File: src/rtl/alu_issue_ctrl.sv
// alu_issue_ctrl: issue-side control and writeback sequencer for the 8-bit ALU.
// Accepts one 16-bit instruction per valid/ready handshake and decodes it.
// Drives the ALU operands, opcode and carry-in, then waits ALU_LATENCY cycles.
// Writes the ALU result into a 4 x 8-bit register file and updates a carry flag.
// Ports:
//   clk, reset (async, active-high)
//   instr_valid/instr_ready/instr : instruction handshake
//   alu_x/alu_y/alu_carry_in/alu_opcode : registered ALU controls
//   alu_result/alu_overflow : ALU response, sampled in WB
//   busy/done/illegal : status; carry_flag : registered carry
//   dbg_addr/dbg_data : combinational register-file read
module alu_issue_ctrl #(
    parameter int unsigned ALU_LATENCY = 1
) (
    input  logic        clk,
    input  logic        reset,
    input  logic        instr_valid,
    output logic        instr_ready,
    input  logic [15:0] instr,
    output logic [7:0]  alu_x,
    output logic [7:0]  alu_y,
    output logic        alu_carry_in,
    output logic [2:0]  alu_opcode,
    input  logic [7:0]  alu_result,
    input  logic        alu_overflow,
    output logic        busy,
    output logic        done,
    output logic        illegal,
    output logic        carry_flag,
    input  logic [1:0]  dbg_addr,
    output logic [7:0]  dbg_data
);

    typedef enum logic [1:0] {
        S_IDLE,
        S_DECODE,
        S_EXEC,
        S_WB
    } state_t;

    localparam logic [2:0] OP_MOV = 3'b000;
    localparam logic [2:0] OP_ADD = 3'b001;
    localparam logic [2:0] OP_SUB = 3'b100;
    localparam logic [3:0] LAT    = 4'(ALU_LATENCY);

    state_t      r_state;
    state_t      w_next;
    logic [15:0] r_instr;
    logic [3:0]  r_cnt;
    logic [7:0]  r_regs [4];
    logic [7:0]  r_alu_x;
    logic [7:0]  r_alu_y;
    logic        r_alu_cin;
    logic [2:0]  r_alu_op;
    logic        r_carry;

    logic [2:0]  w_op;
    logic        w_use_c;
    logic        w_imm_sel;
    logic        w_rsv;
    logic [1:0]  w_rd;
    logic [1:0]  w_rs;
    logic [7:0]  w_imm;
    logic [7:0]  w_src;
    logic        w_illegal;
    logic        w_upd_c;

    assign w_op      = r_instr[15:13];
    assign w_use_c   = r_instr[12];
    assign w_imm_sel = r_instr[11];
    assign w_rsv     = r_instr[10];
    assign w_rd      = r_instr[9:8];
    assign w_rs      = r_instr[7:6];
    assign w_imm     = r_instr[7:0];

    assign w_src     = w_imm_sel ? w_imm : r_regs[w_rs];
    assign w_illegal = (w_op > OP_SUB) | w_rsv;
    // Only arithmetic ops produce a meaningful carry out.
    assign w_upd_c   = (w_op == OP_ADD) | (w_op == OP_SUB);

    always_ff @(posedge clk or posedge reset) begin
        if (reset) begin
            r_state <= S_IDLE;
        end else begin
            r_state <= w_next;
        end
    end

    always_comb begin
        w_next = r_state;
        unique case (r_state)
            S_IDLE: begin
                if (instr_valid) begin
                    w_next = S_DECODE;
                end
            end
            S_DECODE: begin
                w_next = w_illegal ? S_IDLE : S_EXEC;
            end
            S_EXEC: begin
                // Leave on the last counted cycle; <= also guards a zero count.
                if (r_cnt <= 4'd1) begin
                    w_next = S_WB;
                end
            end
            S_WB: begin
                w_next = S_IDLE;
            end
            default: begin
                w_next = S_IDLE;
            end
        endcase
    end

    always_ff @(posedge clk or posedge reset) begin
        if (reset) begin
            r_instr   <= '0;
            r_cnt     <= '0;
            r_alu_x   <= '0;
            r_alu_y   <= '0;
            r_alu_cin <= 1'b0;
            r_alu_op  <= OP_MOV;
            r_carry   <= 1'b0;
            for (int i = 0; i < 4; i++) begin
                r_regs[i] <= '0;
            end
        end else begin
            unique case (r_state)
                S_IDLE: begin
                    if (instr_valid) begin
                        r_instr <= instr;
                    end
                end
                S_DECODE: begin
                    if (!w_illegal) begin
                        r_alu_x   <= r_regs[w_rd];
                        r_alu_y   <= w_src;
                        r_alu_op  <= w_op;
                        r_alu_cin <= (w_op == OP_ADD) & w_use_c & r_carry;
                        r_cnt     <= LAT;
                    end
                end
                S_EXEC: begin
                    if (r_cnt != 4'd0) begin
                        r_cnt <= r_cnt - 4'd1;
                    end
                end
                S_WB: begin
                    r_regs[w_rd] <= alu_result;
                    if (w_upd_c) begin
                        r_carry <= alu_overflow;
                    end
                end
                default: begin
                end
            endcase
        end
    end

    assign instr_ready  = (r_state == S_IDLE);
    assign busy         = (r_state != S_IDLE);
    assign done         = (r_state == S_WB);
    assign illegal      = (r_state == S_DECODE) & w_illegal;
    assign alu_x        = r_alu_x;
    assign alu_y        = r_alu_y;
    assign alu_opcode   = r_alu_op;
    assign alu_carry_in = r_alu_cin;
    assign carry_flag   = r_carry;
    assign dbg_data     = r_regs[dbg_addr];

endmodule

File: config.mk
export PLATFORM = sky130hd
export DESIGN_NAME = alu_issue_ctrl
export DESIGN_NICKNAME = d
export VERILOG_FILES = /design/src/rtl/alu_issue_ctrl.sv
export SDC_FILE = /design/constraint.sdc
export NUM_CORES = 1
export LEC_CHECK = 0
export ABC_AREA = 1
export CAP_MARGIN = 15
export CORE_ASPECT_RATIO = 0.8
export CORE_UTILIZATION = 48
export DETAILED_ROUTE_END_ITERATION = 10
export GPL_TIMING_DRIVEN = 0
export HOLD_SLACK_MARGIN = 0.06
export PLACE_DENSITY = 0.87
export SYNTH_ARGS = -nofsm -noshare
export SYNTH_HDL_FRONTEND = slang
export SYNTH_SLANG_ARGS = --single-unit
File: constraint.sdc
create_clock -name clk -period 2.2 [get_ports clk]
set_input_delay 0.44 -clock clk [delete_from_list [all_inputs] [get_ports clk]]
set_output_delay 0.44 -clock clk [all_outputs]
set_load 0.05 [all_outputs]
==> results of run 1 <==
==> cell families after synthesis <==
family | share of synthesized area
AO/OA/AOI/OAI | 0.106
AND/OR/NAND/NOR | 0.320
buffers and inverters | 0.0755
flip-flops | 0.488
adder cells (fa/ha/maj) | 0.00977
==> routing by layer <==
metal,up-vias,GRT usage,share of wire
met5,-,0,0
li1,1765,-,-
met4,0,0.0957,0.021
met1,1811,0.353,0.42
met3,31,0.0715,0.089
met2,186,0.444,0.47
==> per-stage QoR <==
| stage | setup TNS (ns) | utilization |
|---|---|---|
| floorplan | 0 | - |
| global placement | -6.01 | 0.606 |
| detailed placement | -6.02 | 0.609 |
| CTS | 0 | 0.638 |
| global route | 0 | 0.638 |
| finish | 0 | 0.638 |
==> registers in the layout, summed over array words and instances (netlist names), named ones only <==
register      flops
r_instr          16
alu_opcode        3
r_regs           32
r_cnt             4
alu_x             8
alu_y             8
r_state           1
carry_flag        1
alu_carry_in      1
==> tightest hold or removal path, stage by stage <==
cell      delay [ns]
clkbuf_1        0.17
nand3_1         0.12
nand2_1         0.05
==> power groups by stage <==
stage | registers (mW) | clock network [mW] | logic [mW]
detailed placement | 2.59 | 0 | 3.86
finish | 2.59 | 1.31 | 3.85
global placement | 2.56 | 0 | 3.71
floorplan | 3.03 | 0 | 2.20
global route | 2.65 | 1.38 | 4.24
CTS | 2.57 | 1.33 | 3.82
==> cells in the final DEF (no fill, tap or decap), types with 2 or more instances in the layout <==
| cell type | count |
|---|---|
| nor2_4 | 2 |
| ha_1 | 3 |
| nand4_1 | 10 |
| inv_2 | 3 |
| inv_6 | 2 |
| nand2_1 | 166 |
| nand3_4 | 2 |
| clkinvlp_4 | 2 |
| nand2_2 | 3 |
| nand3_1 | 46 |
| o22ai_1 | 7 |
| nor2_1 | 51 |
| dlygate4sd2_1 | 5 |
| clkinv_4 | 2 |
| buf_6 | 5 |
| clkdlybuf4s50_1 | 47 |
| o21ai_0 | 44 |
| bufinv_16 | 3 |
| buf_4 | 9 |
| clkbuf_1 | 2 |
| clkinv_1 | 2 |
| o21ai_1 | 8 |
| dfrtp_1 | 75 |
| buf_2 | 12 |
| inv_1 | 29 |
| a21oi_1 | 21 |
| clkbuf_8 | 9 |
==> final timing paths <==
| check | slack [ns] | endpoint | start |
|---|---|---|---|
| worst max-delay path | 0.09 | illegal | flip-flop |
| worst min-delay path | 0.45 | r_instr[2] | instr_valid |
| worst max register to register | 0.68 | r_cnt[0] | r_instr[14] |
| worst min register to register | 0.48 | r_instr[4] | r_instr[4] |
| max in group asynchronous | 0.95 | r_instr[5] | reset |
| min in group asynchronous | 0.59 | alu_opcode[1] | reset |
==> cell type report <==
class | instances | area share
flip-flops and latches | 75 | 0.389
multi-input cells | 367 | 0.347
repair buffers | 62 | 0.123
plain buffers | 22 | 0.0324
inverters | 36 | 0.0298
well taps | 105 | 0.0272
clock buffers | 9 | 0.0257
clock inverters | 7 | 0.0257
==> timing repair <==
item	in CTS	in global routing
resized for setup	53	1
endpoints found under the hold margin	0	0
endpoints found under the setup margin	12	8
==> run metrics, run 1 <==
drt pass-1 iters=5; largest net degree at the start of global routing=41; Logic pwr share=0.497; fin worst setup slack=0.0924 ns; synth cell count leaders=166 x nand2_1, 75 x dfrtp_1, 51 x nor2_1; Hold Vio Cnt, Final=0; CTS tree=yes; vias in the first global route=3715; syn avg cell area=7.69 um2; initial core utilization=0.508; # Post-CTS Setup Buffers=0; area grow syn2layout=25.6%; port bufs=61; Post-synth ARST share=1.00; post-detail-place hpwl=7700 um; CP max stage cell=dlygate4sd2_1; WL final=10400 um; CTS Hold Bufs=0; worst-path cell chain=inv_1 -> nand2_1 -> a21oi_1 -> dlygate4sd2_1; Main synth FF type=dfrtp_1; cell type with the largest total area after synthesis=dfrtp_1; placed instance area=4610 um2; Net Sw Frac=0.478; vias per cell=5.55; first-pass GRT wire length=17300 um; WHS=0.446 ns; sequential fraction of the synthesis area=0.488; crit share post-route=0.958; max_slew headroom=0.416; ant diodes=0; status=finished, final reports clean; internal power=4.04 mW; Design Power=7.75 mW; initial antenna violation count=0; pwr dens=1610 nW/um2; sequential cell area=1880 um2; crit path kind=reg2out; fillcell total=662; Die H=82.0 um; number of synthesis warnings=0; Clock H-tree levels=3; clock buffers created by TritonCTS=9; post-route DRC violation count=0; Die Area=8370 um2; Final Setup Violations=0; DRT iter0 DRCs=374; Max VDD drop=0.807 mV; Startpoint Class=flip-flop; Place WS=-0.815 ns; Worst-Margin Slew=0.874 ns; most common cell in the netlist=nand2_1; fin cells=683; placed cells=667; CP Capture Type=primary output; Clock Skews=0.00871 ns; layout cells sized above 1=0.104; Stages on worst setup path=4; Mapped Area=3840 um2; Die Width=102 um; CP Buf/Inv Count=2; Slew Limit Fails=0; Post-Syn Nets=533; Synth cell types=26; Synth area leaders=dfrtp_1 49%, nand2_1 16%, nand3_1 6.0%; clock sinks=75; CP Max Fanout=3; Core Rows=28; footprint of the multi-input gates=1680 um2; Top-Level Pins=63; Highest Clock Rate=0.474 GHz; total number of vias=3793; Yosys reg bits=75; antenna-violating nets left=0; GRT overflow=0; CTS Buffer Depth=2; Final min period=2.11 ns; crit path DAT=1.67 ns; Avg WL per Cell=15.3 um; fin nets=606; CP peak stage delay=0.55 ns; Leakage=2.42 nW; Root Buffer=clkbuf_8; RePlAce Congestion=0.895; cell count of the worst reg-to-reg path=5; Worst Hold Class=in2reg; P_sw=3.71 mW; Post-synth EDFFs=0; clock-pin slew on the worst setup and hold paths=0.08 ns; gr usage total=0.272; core area=7570 um2; sequential power share=0.334; Yosys top cell area share=0.488; cell count after synthesis=500; WHS Path Cells=3; RSZ-0062 raised after global routing=false; CP required=1.76 ns; clock network fraction of total power=0.169; Skew-Pair Late Insertion Delay=0.37 ns; post-route cell area=4830 um2; max_cap viols=0; cell family with most CP delay=buffers and inverters
Power figures use the tool's default switching activity.
==> run 2, diff against run 1 <==
- CORE_MARGIN: unset -> 1
- MAX_ROUTING_LAYER: unset -> met4
==> run 2 against run 1 <==
Clock-buffer cell count grew 2. Critical path type is now in2out. Critical endpoint is now dbg_data[1]. Core utilization fell by 0.71 points. Fmax rose by 1.6%. Routed wire length down 1.8%. Combinational power about the same. Cell area shrank 1.1%. First-iteration DRC count decreased by 17%.
==> run metrics, run 2 (synthesis results as in run 1) <==
Setup TNS Final=0 ns; Slew Limit Fails=0; Top-Level Pins=63; Startpoint Class=primary input; reg-to-reg setup timing slack=0.71 ns; Die Width=102 um; drt pass-1 iters=5; CP required=1.76 ns; vias in the first global route=3610; fin nets=606; CP Max Fanout=10; worst reg2reg startpoint=r_instr[14]; Leakage=2.39 nW; RePlAce Congestion=0.900; Die Area=8370 um2; layout cells sized above 1=0.106; Place WS=-0.821 ns; Avg WL per Cell=15.0 um; gr usage total=0.273; port bufs=61; post-detail-place hpwl=7640 um; ant diodes=0; Die H=82.0 um; crit path kind=in2out; most frequent cells in the layout=166 x nand2_1, 75 x dfrtp_1, 51 x nor2_1; Final min period=2.07 ns; Worst-Margin Slew=0.728 ns; WL final=10200 um; initial core utilization=0.508; Clock H-tree levels=3; crit path DAT=1.63 ns; Final Setup Violations=0; clock sinks=75; crit share post-route=0.943; top flop regs=r_regs x32, r_instr x16; CTS Buffer Depth=2; core area=7570 um2; max_cap viols=0; clock-pin slew on the worst setup and hold paths=0.08 ns; hold endpoint=r_instr[2]; largest net degree at the start of global routing=44; Root Buffer=clkbuf_8; vias per cell=5.54; cell count of the worst reg-to-reg path=5; fin worst setup slack=0.125 ns; Reg with most FFs=r_regs; hold path startpoint=instr_valid; most common cell after layout, fill and taps aside=nand2_1; GRT overflow=0; CTS tree=yes; WHS Path Cells=3; max FFs per register=32; total number of vias=3781; # Post-CTS Setup Buffers=0; Highest Clock Rate=0.482 GHz; Clock Skews=0.0108 ns; status=finished, final reports clean; Hold Vio Cnt, Final=0; Skew-Pair Late Insertion Delay=0.35 ns; CP Capture Type=primary output; initial antenna violation count=0; antenna-violating nets left=0; DRT iter0 DRCs=311; first-pass GRT wire length=16900 um; post-route DRC violation count=0; Layout Utilization=0.631; max_slew headroom=0.513; RSZ-0062 raised after global routing=false; Worst Hold Class=in2reg; Core Rows=28; area grow syn2layout=24.2%; reg2reg end=r_cnt[0]; pwr dens=1550 nW/um2; Max VDD drop=0.749 mV; clock buffers created by TritonCTS=9
run 2: timing repair:
item	4_1_cts	5_1_grt
gates resized for setup	55	3
setup endpoints to repair	12	7
hold buffers	0	0
run 2: metrics by stage:
step | hold slack (ns) | cell area (um2) | std cells | power, mW
3_3_place_gp | 0.462 | 4590 | 666 | 6.28
6_report | 0.465 | 4770 | 683 | 7.42
4_1_cts | 0.457 | 4770 | 683 | 7.40
3_5_place_dp | 0.467 | 4610 | 667 | 6.44
2_1_floorplan | 0.443 | 3850 | 500 | 5.22
5_1_grt | 0.479 | 4770 | 683 | 7.94
run 2: layout make-up:
type / count / area (um2)
Tap cell: 105 / 131
Sequential cell: 75 / 1880
Timing Repair Buffer: 62 / 593
Clock inverter: 5 / 37.5
Fill cell: 657 / 2790
Buffer: 22 / 163
Inverter: 36 / 144
Clock buffer: 11 / 151
Multi-Input combinational cell: 367 / 1680
run 2: worst max-delay path: stages:
cell and delay (ns):
dlygate4sd2_1 0.31, inv_2 0.15, buf_4 0.20, nor2_1 0.05, o22ai_1 0.18, buf_2 0.29
run 2: metal layers:
metal	routed length [um]	part of all wire	vias to the layer above	GRT usage
met5	0	0	-	-
met4	190	0.019	0	0.0914
met3	837	0.082	24	0.0511
met2	4860	0.47	187	0.433
met1	4360	0.43	1810	0.355
li1	-	-	1760	-
run 2: worst max-delay path by stage:
| stage | start | end | slack [ns] |
|---|---|---|---|
| 2_1_floorplan | dbg_addr[0] | dbg_data[0] | 0.16 |
| 3_3_place_gp | dbg_addr[0] | dbg_data[6] | -0.80 |
| 3_5_place_dp | dbg_addr[0] | dbg_data[6] | -0.82 |
| 4_1_cts | dbg_addr[1] | dbg_data[7] | 0.003 |
| 5_1_grt | dbg_addr[0] | dbg_data[0] | 0.06 |
| 6_report | dbg_addr[0] | dbg_data[1] | 0.13 |
run 2: report_power, final:
part | switching [mW] | total, mW | leakage [nW] | internal, mW
logic | 2.56 | 3.83 | 1.44 | 1.27
registers | 0.580 | 2.60 | 0.858 | 2.02
clock network | 0.522 | 0.994 | 0.0915 | 0.473
total | 3.67 | 7.42 | 2.39 | 3.76
==> run 3, diff against run 2 <==
- CORE_ASPECT_RATIO: 0.8 -> 2
==> run 3 against run 2 <==
Clock-buffer cell count stayed put. Clock skew is 0.0044 ns lower. Highest routed layer unchanged. Sequential cell count stayed put. Hold slack better by 0.0061 ns. Cell count is 1.6% lower. Critical endpoint is now dbg_data[5]. Sequential share of layout area is 0.96 points lower.
==> run metrics, run 3 (synthesis results as in run 1) <==
first-pass GRT wire length=17600 um; CTS Buffer Depth=2; Skew-Pair Late Insertion Delay=0.34 ns; Startpoint Class=primary input; most common cell after layout, fill and taps aside=nand2_1; post-detail-place hpwl=8140 um; pwr dens=1650 nW/um2; Die Width=65.3 um; Leakage=2.46 nW; drt pass-1 iters=5; Layout Utilization=0.639; status=finished, final reports clean; Die H=129 um; total number of vias=3706; Worst-Margin Slew=0.829 ns; gr usage total=0.289; core area=7660 um2; post-route cell area=4890 um2; Setup TNS Final=0 ns; Clock Skews=0.00637 ns; initial antenna violation count=0; post-route DRC violation count=0; crit path DAT=1.68 ns; max_slew headroom=0.446; WHS=0.471 ns; Avg WL per Cell=16.1 um; max FFs per register=32; Top-Level Pins=63; top flop regs=r_regs x32, r_instr x16; RSZ-0062 raised after global routing=false; CP Max Fanout=10; crit path kind=in2out; Max VDD drop=0.774 mV; most frequent cells in the layout=166 x nand2_1, 75 x dfrtp_1, 51 x nor2_1; CP required=1.76 ns; clock sinks=75; vias in the first global route=3742; fin cells=672; fin nets=606; CP Capture Type=primary output; Final min period=2.12 ns; placed instance area=4600 um2; Root Buffer=clkbuf_16; Reg with most FFs=r_regs; Place WS=-0.908 ns; Slew Limit Fails=0; placed cells=656; Design Power=8.06 mW; ant diodes=0; fin worst setup slack=0.0756 ns; # Post-CTS Setup Buffers=0; largest net degree at the start of global routing=39; Clock H-tree levels=3; Final Setup Violations=0; initial core utilization=0.502; Worst Hold Class=reg2reg; crit share post-route=0.966; WL final=10800 um; max_cap viols=0; clock buffers created by TritonCTS=9; RePlAce Congestion=0.943; Die Area=8390 um2; fillcell total=644; Hold Vio Cnt, Final=0; Highest Clock Rate=0.471 GHz; layout cells sized above 1=0.104; CTS tree=yes; GRT overflow=0; Core Rows=45; area grow syn2layout=27.3%; clock-pin slew on the worst setup and hold paths=0.05 ns; DRT iter0 DRCs=376; port bufs=61; antenna-violating nets left=0; vias per cell=5.51
run 3: worst max-delay path: stages:
cell,delay [ns]
dlygate4sd2_1,0.32
inv_2,0.16
buf_4,0.20
nor2_1,0.06
o22ai_1,0.26
buf_4,0.25
run 3: per-layer routing:
metal / vias to the layer above / wire length, um / track usage
met5: - / 0 / -
met4: 0 / 533 / 0.211
met3: 40 / 485 / 0.0461
met2: 151 / 5920 / 0.494
met1: 1751 / 3910 / 0.288
li1: 1764 / - / -
run 3: worst paths after layout:
path                        startpoint          end  slack (ns)  cells after the start
max                        dbg_addr[0]  dbg_data[5]        0.08                      6
min                         r_instr[2]   r_instr[2]        0.47                      2
max reg2reg                r_instr[14]     alu_x[1]        0.71                      5
min reg2reg                 r_instr[2]   r_instr[2]        0.47                      2
max in group asynchronous        reset    r_regs[6]        0.93                      3
min in group asynchronous        reset    r_regs[5]        0.62                      2
run 3: power breakdown:
group / total, mW / switching, mW / internal (mW)
Clock: 1.61 / 0.558 / 1.05
Sequential: 2.59 / 0.564 / 2.02
Combinational: 3.87 / 2.61 / 1.27
Total: 8.06 / 3.73 / 4.34
run 3: area by class of cell:
class / instances / area (um2) / share of cell area
Inverter: 36 / 144 / 0.0294
Clock buffer: 11 / 253 / 0.0517
Buffer: 22 / 156 / 0.0320
Timing Repair Buffer: 62 / 593 / 0.121
Sequential cell: 75 / 1880 / 0.384
Multi-Input combinational cell: 367 / 1680 / 0.343
Clock inverter: 5 / 75.1 / 0.0153
Tap cell: 94 / 118 / 0.0240
run 3: timing repair:
action / in CTS / in global routing
gates resized for setup: 55 / 0
hold buffers: 0 / 0
endpoints found under the setup margin: 12 / 0
endpoints found under the hold margin: 0 / 0
